### config.mk
export PLATFORM = sky130hd
export DESIGN_NAME = instr_mem_loader_flat
export DESIGN_NICKNAME = d
export VERILOG_FILES = /design/src/rtl/instr_mem_loader_pkg.sv /design/src/rtl/instr_mem_loader_if.sv /design/src/rtl/instr_mem_array.sv /design/src/rtl/instr_mem_loader.sv /design/src/flat_wrapper.sv
export SDC_FILE = /design/constraint.sdc
export NUM_CORES = 2
export LEC_CHECK = 0
export BUFFER_PORTS_ARGS = -buffer_cell sky130_fd_sc_hd__buf_4
export CORE_ASPECT_RATIO = 0.5
export CORE_UTILIZATION = 45
export DETAILED_ROUTE_END_ITERATION = 8
export PLACE_DENSITY_LB_ADDON = 0.05
export SLEW_MARGIN = 10
export SYNTH_ARGS = -nofsm -noshare
export SYNTH_HDL_FRONTEND = slang
export SYNTH_HIERARCHICAL = 1
export SYNTH_SLANG_ARGS = --single-unit
### constraint.sdc
create_clock -name clk -period 6.03 [get_ports clk]
set_clock_uncertainty 0.05 [all_clocks]
set_input_delay 0.603 -clock clk [delete_from_list [all_inputs] [get_ports clk]]
set_output_delay 0.603 -clock clk [all_outputs]
set_load 0.02 [all_outputs]
### src/rtl/instr_mem_loader_pkg.sv
// Shared types and constants for the instruction memory loader: FSM state
// encoding, the NOP word and a small fetch-address helper.
package instr_mem_loader_pkg;

  typedef enum logic [1:0] {
    ST_CLEAR = 2'd0,
    ST_LOAD  = 2'd1,
    ST_RUN   = 2'd2
  } state_e;

  // All-zero instruction word; consumers size it to their own WIDTH.
  localparam logic [63:0] NOP_WORD = 64'h0;

  function automatic logic is_word_aligned(input logic [1:0] byte_off);
    return (byte_off == 2'b00);
  endfunction

endpackage

### src/rtl/instr_mem_loader_if.sv
// Load-port and fetch-port bundle between a boot/CPU master and the
// instruction memory loader.
interface instr_mem_loader_if #(
  parameter int WIDTH = 32,
  parameter int AW    = 6
);

  logic             load_en;
  logic             init_done;
  logic             ld_valid;
  logic [AW-1:0]    ld_addr;
  logic [WIDTH-1:0] ld_data;
  logic             ld_ready;
  logic             fetch_req;
  logic             stall;
  logic [WIDTH-1:0] pc;
  logic [WIDTH-1:0] instruction;
  logic             instr_valid;
  logic             fetch_err;

  modport master (
    output load_en, ld_valid, ld_addr, ld_data, fetch_req, stall, pc,
    input  init_done, ld_ready, instruction, instr_valid, fetch_err
  );

  modport slave (
    input  load_en, ld_valid, ld_addr, ld_data, fetch_req, stall, pc,
    output init_done, ld_ready, instruction, instr_valid, fetch_err
  );

endinterface

### src/rtl/instr_mem_array.sv
// DEPTH x WIDTH storage with one synchronous write port and one synchronous,
// enable-gated read port; the read register holds while re is low.
module instr_mem_array #(
  parameter int WIDTH = 32,
  parameter int DEPTH = 64,
  parameter int AW    = 6
) (
  input  logic             clk,
  input  logic             we,
  input  logic [AW-1:0]    waddr,
  input  logic [WIDTH-1:0] wdata,
  input  logic             re,
  input  logic [AW-1:0]    raddr,
  output logic [WIDTH-1:0] rdata
);

  logic [WIDTH-1:0] mem_r [DEPTH];
  logic [WIDTH-1:0] rdata_r;

  // Write port: callers only present in-range indices.
  always_ff @(posedge clk) begin
    if (we) begin
      mem_r[waddr] <= wdata;
    end
  end

  // Read port: capture on enable, hold otherwise.
  always_ff @(posedge clk) begin
    if (re) begin
      rdata_r <= mem_r[raddr];
    end else begin
      rdata_r <= rdata_r;
    end
  end

  assign rdata = rdata_r;

endmodule

### src/rtl/instr_mem_loader.sv
// Instruction memory with a zero-fill CLEAR phase, a LOAD phase that accepts
// writes from a loader port, and a RUN phase serving 1-cycle-latency fetches.
module instr_mem_loader
  import instr_mem_loader_pkg::*;
#(
  parameter  int WIDTH = 32,
  parameter  int DEPTH = 64,
  localparam int AW    = $clog2(DEPTH)
) (
  input logic               clk,
  input logic               rst,
  instr_mem_loader_if.slave bus
);

  localparam logic [WIDTH-1:0] NOP       = WIDTH'(NOP_WORD);
  localparam logic [AW-1:0]    LAST_IDX  = AW'(DEPTH - 1);
  localparam logic [AW:0]      DEPTH_EXT = (AW + 1)'(DEPTH);
  localparam logic [WIDTH-1:0] DEPTH_W   = WIDTH'(DEPTH);

  state_e           state_r;
  state_e           state_nx_s;
  logic [AW-1:0]    clr_cnt_r;
  logic             ld_ready_r;
  logic             init_done_r;
  logic             instr_valid_r;
  logic             fetch_err_r;
  logic             zero_r;

  logic             we_s;
  logic [AW-1:0]    waddr_s;
  logic [WIDTH-1:0] wdata_s;
  logic             issue_s;
  logic             fetch_bad_s;
  logic             rd_en_s;
  logic             ld_in_range_s;
  logic [WIDTH-1:0] word_idx_s;
  logic [WIDTH-1:0] rd_data_s;

  assign word_idx_s    = bus.pc >> 2;
  assign fetch_bad_s   = !is_word_aligned(bus.pc[1:0]) || (word_idx_s >= DEPTH_W);
  assign ld_in_range_s = ({1'b0, bus.ld_addr} < DEPTH_EXT);
  assign rd_en_s       = issue_s && !fetch_bad_s;

  // FSM state register.
  always_ff @(posedge clk or negedge rst) begin
    if (!rst) begin
      state_r <= ST_CLEAR;
    end else begin
      state_r <= state_nx_s;
    end
  end

  // Clear counter walks 0..DEPTH-1 while in CLEAR and parks at zero otherwise.
  always_ff @(posedge clk or negedge rst) begin
    if (!rst) begin
      clr_cnt_r <= '0;
    end else if ((state_r == ST_CLEAR) && (clr_cnt_r != LAST_IDX)) begin
      clr_cnt_r <= clr_cnt_r + AW'(1);
    end else begin
      clr_cnt_r <= '0;
    end
  end

  // Next-state logic, write-port mux and fetch issue decode.
  always_comb begin
    state_nx_s = state_r;
    we_s       = 1'b0;
    waddr_s    = clr_cnt_r;
    wdata_s    = NOP;
    issue_s    = 1'b0;
    case (state_r)
      ST_CLEAR: begin
        we_s = 1'b1;
        if (clr_cnt_r == LAST_IDX) begin
          if (bus.load_en) begin
            state_nx_s = ST_LOAD;
          end else begin
            state_nx_s = ST_RUN;
          end
        end else begin
          state_nx_s = ST_CLEAR;
        end
      end
      ST_LOAD: begin
        // Out-of-range indices are still handshaken but never reach the array.
        we_s    = bus.ld_valid && ld_in_range_s;
        waddr_s = bus.ld_addr;
        wdata_s = bus.ld_data;
        if (!bus.load_en) begin
          state_nx_s = ST_RUN;
        end else begin
          state_nx_s = ST_LOAD;
        end
      end
      ST_RUN: begin
        issue_s = bus.fetch_req && !bus.stall;
        if (bus.load_en && !bus.stall) begin
          state_nx_s = ST_LOAD;
        end else begin
          state_nx_s = ST_RUN;
        end
      end
      default: begin
        state_nx_s = ST_CLEAR;
      end
    endcase
  end

  // Mode status flags, registered from the upcoming state so they track it exactly.
  always_ff @(posedge clk or negedge rst) begin
    if (!rst) begin
      ld_ready_r  <= 1'b0;
      init_done_r <= 1'b0;
    end else begin
      ld_ready_r  <= (state_nx_s == ST_LOAD);
      init_done_r <= (state_nx_s != ST_CLEAR);
    end
  end

  // Fetch result flags; zero_r masks the read data to NOP for bad fetches.
  always_ff @(posedge clk or negedge rst) begin
    if (!rst) begin
      instr_valid_r <= 1'b0;
      fetch_err_r   <= 1'b0;
      zero_r        <= 1'b1;
    end else if (issue_s) begin
      instr_valid_r <= 1'b1;
      fetch_err_r   <= fetch_bad_s;
      zero_r        <= fetch_bad_s;
    end else if (!bus.stall) begin
      instr_valid_r <= 1'b0;
      fetch_err_r   <= 1'b0;
      zero_r        <= zero_r;
    end else begin
      instr_valid_r <= instr_valid_r;
      fetch_err_r   <= fetch_err_r;
      zero_r        <= zero_r;
    end
  end

  instr_mem_array #(
    .WIDTH (WIDTH),
    .DEPTH (DEPTH),
    .AW    (AW)
  ) u_array (
    .clk   (clk),
    .we    (we_s),
    .waddr (waddr_s),
    .wdata (wdata_s),
    .re    (rd_en_s),
    .raddr (bus.pc[AW+1:2]),
    .rdata (rd_data_s)
  );

  assign bus.ld_ready    = ld_ready_r;
  assign bus.init_done   = init_done_r;
  assign bus.instr_valid = instr_valid_r;
  assign bus.fetch_err   = fetch_err_r;
  assign bus.instruction = zero_r ? NOP : rd_data_s;

endmodule

### src/flat_wrapper.sv
// flat-port wrapper written by rule: the top's interface ports become plain ports
module instr_mem_loader_flat import instr_mem_loader_pkg::*;
#(
  parameter  int WIDTH = 32,
  parameter  int DEPTH = 64,
  localparam int AW    = $clog2(DEPTH)
)
  (clk, rst, bus_load_en, bus_ld_valid, bus_ld_addr, bus_ld_data, bus_fetch_req, bus_stall, bus_pc, bus_init_done, bus_ld_ready, bus_instruction, bus_instr_valid, bus_fetch_err);
  instr_mem_loader_if #(.WIDTH(WIDTH), .AW(($clog2(DEPTH)))) bus_i ();
  input logic clk;
  input logic rst;
  input wire logic [$bits(bus_i.load_en)-1:0] bus_load_en;
  input wire logic [$bits(bus_i.ld_valid)-1:0] bus_ld_valid;
  input wire logic [$bits(bus_i.ld_addr)-1:0] bus_ld_addr;
  input wire logic [$bits(bus_i.ld_data)-1:0] bus_ld_data;
  input wire logic [$bits(bus_i.fetch_req)-1:0] bus_fetch_req;
  input wire logic [$bits(bus_i.stall)-1:0] bus_stall;
  input wire logic [$bits(bus_i.pc)-1:0] bus_pc;
  output wire logic [$bits(bus_i.init_done)-1:0] bus_init_done;
  output wire logic [$bits(bus_i.ld_ready)-1:0] bus_ld_ready;
  output wire logic [$bits(bus_i.instruction)-1:0] bus_instruction;
  output wire logic [$bits(bus_i.instr_valid)-1:0] bus_instr_valid;
  output wire logic [$bits(bus_i.fetch_err)-1:0] bus_fetch_err;
  assign bus_i.load_en = bus_load_en;
  assign bus_i.ld_valid = bus_ld_valid;
  assign bus_i.ld_addr = bus_ld_addr;
  assign bus_i.ld_data = bus_ld_data;
  assign bus_i.fetch_req = bus_fetch_req;
  assign bus_i.stall = bus_stall;
  assign bus_i.pc = bus_pc;
  assign bus_init_done = bus_i.init_done;
  assign bus_ld_ready = bus_i.ld_ready;
  assign bus_instruction = bus_i.instruction;
  assign bus_instr_valid = bus_i.instr_valid;
  assign bus_fetch_err = bus_i.fetch_err;
  instr_mem_loader #(.WIDTH(WIDTH), .DEPTH(DEPTH)) u_core (.clk(clk), .rst(rst), .bus(bus_i));
endmodule
# Yosys cells after proc, flatten, opt, wreduce, memory -nomap -nowiden
# Memory sizes are Yosys's and may differ from the RTL's. A register that Yosys moved wholly into a read port is not among the register bits.
# Cells that the tools add are included.
[totals] wordCells=42 inputBits=76 out_inout_bits=36 mem_bits_rw=2048 mem_count=1 register_bits=13
[memory_table] memory="u_core.u_array.mem_r" depth=64 width=32 read_ports=1 rd_ports_with_merged_regs=1 wr=1 line_no="instr_mem_array.sv:17" rtl="logic [WIDTH-1:0] mem_r [DEPTH];"
[classes] n_lt_le_gt_ge=1 n_reduce_logical=11 n_mux=15 addsub=1 n_eq_ne=6
[ops] op="32-bit two-way mux" count=2
[ops] op="30-bit by 7-bit greater-or-equal comparator with 1-bit output (second input constant)" count=1
[ops] op="6-bit two-way mux" count=2
[ops] op="6-bit by 1-bit adder with 6-bit output (second input constant)" count=1
[ops] op="6-bit == test (second input constant)" count=1
[ops] op="1-bit two-way mux" count=6
[ops] op="2-bit two-way mux" count=3
[ops] op="6-bit inequality test (second input constant)" count=1
[ops] op="2-bit one-hot mux with 3 select lines" count=1
[ops] op="2-bit by 1-bit == test with 1-bit output (second input constant)" count=2
[ops] op="1-bit logical AND" count=4
[ops] op="2-bit logical NOT" count=2
[ops] op="1-bit logical NOT" count=3
[ops] op="2-bit == test (second input constant)" count=1
[ops] op="2-bit by 1-bit inequality test with 1-bit output (second input constant)" count=1
[ops] op="1-bit one-hot mux with 2 select lines" count=1
[ops] op="2-bit nonzero test" count=1
[ops] op="1-bit logical OR" count=1

# Depth between registers and ports, before layout
[depth] depth_word=5 depth_mapped=10 mapped_depth_nobuf=5

# Modules after synthesis
# Netlist, hierarchy kept.
[modules_own_cells] module="instr_mem_array" cells_per_inst=3324 instances=1 seq_area_each_um2=62459.9 area_per_inst_um2=78835.6
[modules_own_cells] module="instr_mem_loader" cells_per_inst=137 instances=1 seq_area_each_um2=326.6 area_per_inst_um2=1109.8

# Worst setup path after synthesis
# Ideal clock, no wire load.
[synth_path] kind="reg2reg" start="register u_core.state_r[0]" end="memory u_core.u_array.mem_r[48][0] (enable)" path_slack_ns=1.721 arrival_ns=3.798 setup_ns=0.461 t_required_ns=5.519 synth_period_minus_slack_ns=4.309 stages_incl_launch_ff=9 n_path_buf=3 cell_sequence="dfrtp_1 > buf_2 > nor2b_2 > buf_4 > mux2_2 > clkbuf_1 > nor2b_1 > nand4b_1 > nor3_1"
[synth_between] elab_cells_between_ends=6 classes_between="eq/ne: 1; mux: 4; reduce/logical: 1"
[synth_rtl] element="start: declaration" line_no="instr_mem_loader.sv:20" rtl="state_e state_r;"
[synth_rtl] element="start signal: assignment" line_no="instr_mem_loader.sv:49" rtl="state_r <= state_nx_s;"
[synth_rtl] element="2-bit by 1-bit == test with 1-bit output" line_no="instr_mem_loader.sv:71" rtl="case (state_r)"
[synth_rtl] element="6-bit two-way mux" line_no="instr_mem_loader.sv:71"
[synth_rtl] element="net u_core.waddr_s[3]" line_no="instr_mem_loader.sv:30" rtl="logic [AW-1:0] waddr_s;"
[synth_rtl] element="end: declaration" line_no="instr_mem_array.sv:17"
# The timed path passes the listed nets, and every way through them passes these cells.

# Worst setup path in the final report
[layout_path] start="register u_core.state_r[0]" end="memory u_core.u_array.mem_r[36][7] (enable)"
# The elaborated chain is that of the path after synthesis.

==> results.md <==
* Pre-CTS setup slack at about 1.3 ns
* Core ar. at around 0.17 mm²
* Synthesized flop and latch total at roughly 2.1k
* Die width at roughly 600 µm
* Combinational Power Share at 2.4%
* CP endpoint: u_core/u_array/mem_r[36][7]
* Setup WS post-layout at 2.06 ns
* RePlAce Congestion at 0.779
* Post-CTS Setup Inserts at 0
* Mapped cell area at 0.0799 mm²
* Status: complete, no violations
* P_sw at 5.66 mW
* Slew Viols, Final at 0
* Clock buffer depth at 4
* R2R Setup Slk at 2.06 ns
* Worst Setup SP: u_core/state_r[0]
* Min-delay worst type: input port to flip-flop
* Final setup viols at 0
* RSZ-0062 raised after global routing: false
* CTS buffer count at 190
* Crit path arrival time at 4.38 ns
* Most used flip-flop cell after synthesis: edfxtp_1
* Clk pwr share at 41.3%
* Worst skew pair latency at around 0.84 ns
* Slew margin rel. at 6.33%
* Top post-synthesis cells by area: edfxtp_1, mux4_2, mux2i_1
* Total Power at 27.9 mW
* Cell Rows at 108
* MaxCap Viol Count at 0
* Vias in the first global route at 38.2k
* Post-DP HPWL at 127000 µm
* Kind of critical path: flip-flop to flip-flop
* Final hold vios at 0
* Clock tree sinks at 2093
* DR vias at roughly 38k
* Sequential share of power at between 50% and 60%
* GRT Residual Overflow at 0
* Die extent in y at 300 µm
* Startpoint type of the worst setup path: flip-flop
* Synth cell types at 48
* Worst path required time at 6.44 ns
* Vias/cell at 6.08
* Crit. End Element: flip-flop
* Synth Warn # at 6
* RR Startpoint: u_core/state_r[0]
* Sequential area share after synthesis at roughly four fifths
* Fmax at 252 MHz
* Io pins at 112
* Die footprint at 0.179 mm²
* Min-Delay Startpoint: bus_pc[29]
* Critical R2R Capture: u_core/u_array/mem_r[36][7]
* Pint at 22.3 mW
* Yosys top cell by area: edfxtp_1
* WL per Instance at 34.7 µm
* Filler cells at ~14k
* Area growth syn-to-layout at 13.1%
* TNS Setup at 0 ns
* Cell Pwr Density at 309 mW/mm²
* Worst-margin pin slew at 1.41 ns
* Worst-path maximum fanout at 23
* Sw frac at 20.3%
* Largest net degree at the start of global routing at 88
* Buffers added on ports at approximately 110
* Clock transition at path regs at 0.07 ns
* DRC viols at 0
* Post-synthesis area per instance at about 23 µm²
* Root buffer cell: clkbuf_16
* Maximum VDD drop at 0.205 mV
* Tcrit/Tclk final at between 60% and 70%
* Max H-tree Level at 4
* All-Layer GR Usage at around 24%
* Leakage at 22.7 nW
* EDFF count, synth at 2080
* First-pass GRT wire length at roughly 300000 µm
* Post-synth net total at 3538
* Synthesized instance count at 3461
* Layout cell share with drive strength beyond 1 at a little under a third
* Detailed Route Iter0 Violations at between 4k and 5k
* Initial antenna violation count at 32
* First-pass DRT Iterations at 5
* Worst R2R Path Depth at 7
* Starting Density at 45.7%
* Ant. Diodes at 0
* Fin nets at 3785
* Detailed-route wire length at 215000 µm
* Tmin final at 3.97 ns
* Antenna viol nets, final at 0
* Synth top area share at 78.1%
* Fraction of registers with async set/reset at 0.621%
* CTS tree: yes
==> stage by stage <==
| stage | area (µm²) | hold WS (ns) | util, % | cells |
|---|---|---|---|---|
| after CTS | 90300 | 0.0510 | 51.6 | 6198 |
| after global placement | 84400 | 0.404 | 48.2 | 5864 |
| final | 90400 | 0.109 | 51.7 | 6204 |
| after floorplan | 79900 | 0.257 | - | 3461 |
| after global routing | 90400 | 0.112 | 51.7 | 6204 |
| after detailed placement | 84600 | 0.414 | 48.3 | 5871 |
==> power by group through the flow <==
stage | Clock, mW | Sequential [mW] | Combinational [mW]
finish | 11.5 | 15.7 | 0.656
detailed placement | 0 | 16.1 | 0.664
global route | 12.3 | 15.7 | 0.692
global placement | 0 | 16.1 | 0.664
CTS | 11.8 | 15.7 | 0.666
floorplan | 0 | 16.1 | 0.413
==> how the worst min path moves through the flow <==
stage	cells past startpoint	to	slack [ns]
finish	5	u_core/bus.fetch_err	0.11
global route	5	u_core/bus.fetch_err	0.11
CTS	5	u_core/bus.fetch_err	0.05
detailed placement	1	u_core/bus.init_done	0.41
global placement	1	u_core/bus.init_done	0.40
floorplan	0	u_core/bus.fetch_err	0.26
==> flip-flops by register name (all words and copies together), names as in the netlist <==
name,cells
u_core/u_array/mem_r,2048
u_core/u_array/rdata,32
u_core/bus.init_done,1
u_core/clr_cnt_r,6
u_core/bus.fetch_err,1
u_core/zero_r,1
u_core/bus.instr_valid,1
u_core/state_r,2
u_core/bus.ld_ready,1
==> area by class of cell <==
type / count / area (µm²) / share of cell area, %
Sequential cell: 2093 / 62800 / 69.5
Multi-Input combinational cell: 1176 / 16800 / 18.6
Clock buffer: 230 / 4970 / 5.50
Tap cell: 2365 / 2960 / 3.27
Timing Repair Buffer: 246 / 2170 / 2.40
Clock inverter: 93 / 702 / 0.777
Inverter: 1 / 3.75 / 0.00415
==> cell families after synthesis <==
family | after synthesis | share of synthesized area [%]
fa+ha+maj | 1 | 0.0156
compound gates | 213 | 1.73
flops | 2093 | 78.5
buf+inv | 192 | 1.17
simple gates | 316 | 1.94
mux | 643 | 16.6
xor+xnor | 3 | 0.0329
==> layout by cell type (no fill, tap or decap), types with 18 or more instances in the layout <==
| cell type | netlist | routed |
|---|---|---|
| mux4_2 | 544 | 544 |
| buf_4 | 27 | 213 |
| o221ai_1 | 27 | 27 |
| clkinv_1 | 0 | 36 |
| o22ai_1 | 84 | 84 |
| clkinv_2 | 0 | 39 |
| edfxtp_1 | 2080 | 2080 |
| nor2_4 | 0 | 62 |
| nand2_1 | 31 | 31 |
| buf_12 | 0 | 18 |
| nor2b_1 | 47 | 47 |
| a21oi_1 | 66 | 60 |
| clkbuf_16 | 0 | 193 |
| and2_4 | 0 | 23 |
| clkbuf_1 | 78 | 37 |
| mux2i_1 | 93 | 93 |
| nor2_1 | 142 | 80 |
==> cell usage after synthesis (2+ instances only) <==
cell,instances
a21oi_1,66
or3b_2,3
clkbuf_1,78
nand3_1,7
buf_1,21
nand2b_1,8
and2_1,36
o21ai_0,3
nand3b_1,5
xnor2_1,2
or3b_1,2
mux4_2,544
edfxtp_1,2080
or3_1,4
o22ai_1,84
nor2b_1,47
dfrtp_1,12
and3_1,6
buf_4,27
nand2_1,31
buf_2,58
nor3_1,10
nand4_1,3
clkbuf_2,2
o221ai_1,27
a22oi_1,12
buf_6,5
mux2_2,6
o32ai_1,4
a41o_1,4
nor2_1,142
a311oi_1,9
nor4_1,6
mux2i_1,93
==> repair_timing <==
action	CTS	global route
hold buffers	4	0
resized for setup	0	0
hold endpoints to repair	18	0
==> per-layer routing <==
metal,global-route usage [%],wire length (µm),vias up
met5,0,0,-
met4,3.89,2980,0
met3,4.38,15100,219
met2,38.6,103000,1348
met1,35.9,94000,20900
li1,-,-,15200
==> critical path, cell delays in order, from the launching register on <==
cell and delay, ns:
dfrtp_1 0.50, nor2b_2 0.21, buf_4 0.21, mux2_2 0.44
nor2b_1 0.25, nand2_1 0.56, nor2_4 0.79, buf_4 0.56
(Power assumes the default switching activity.)
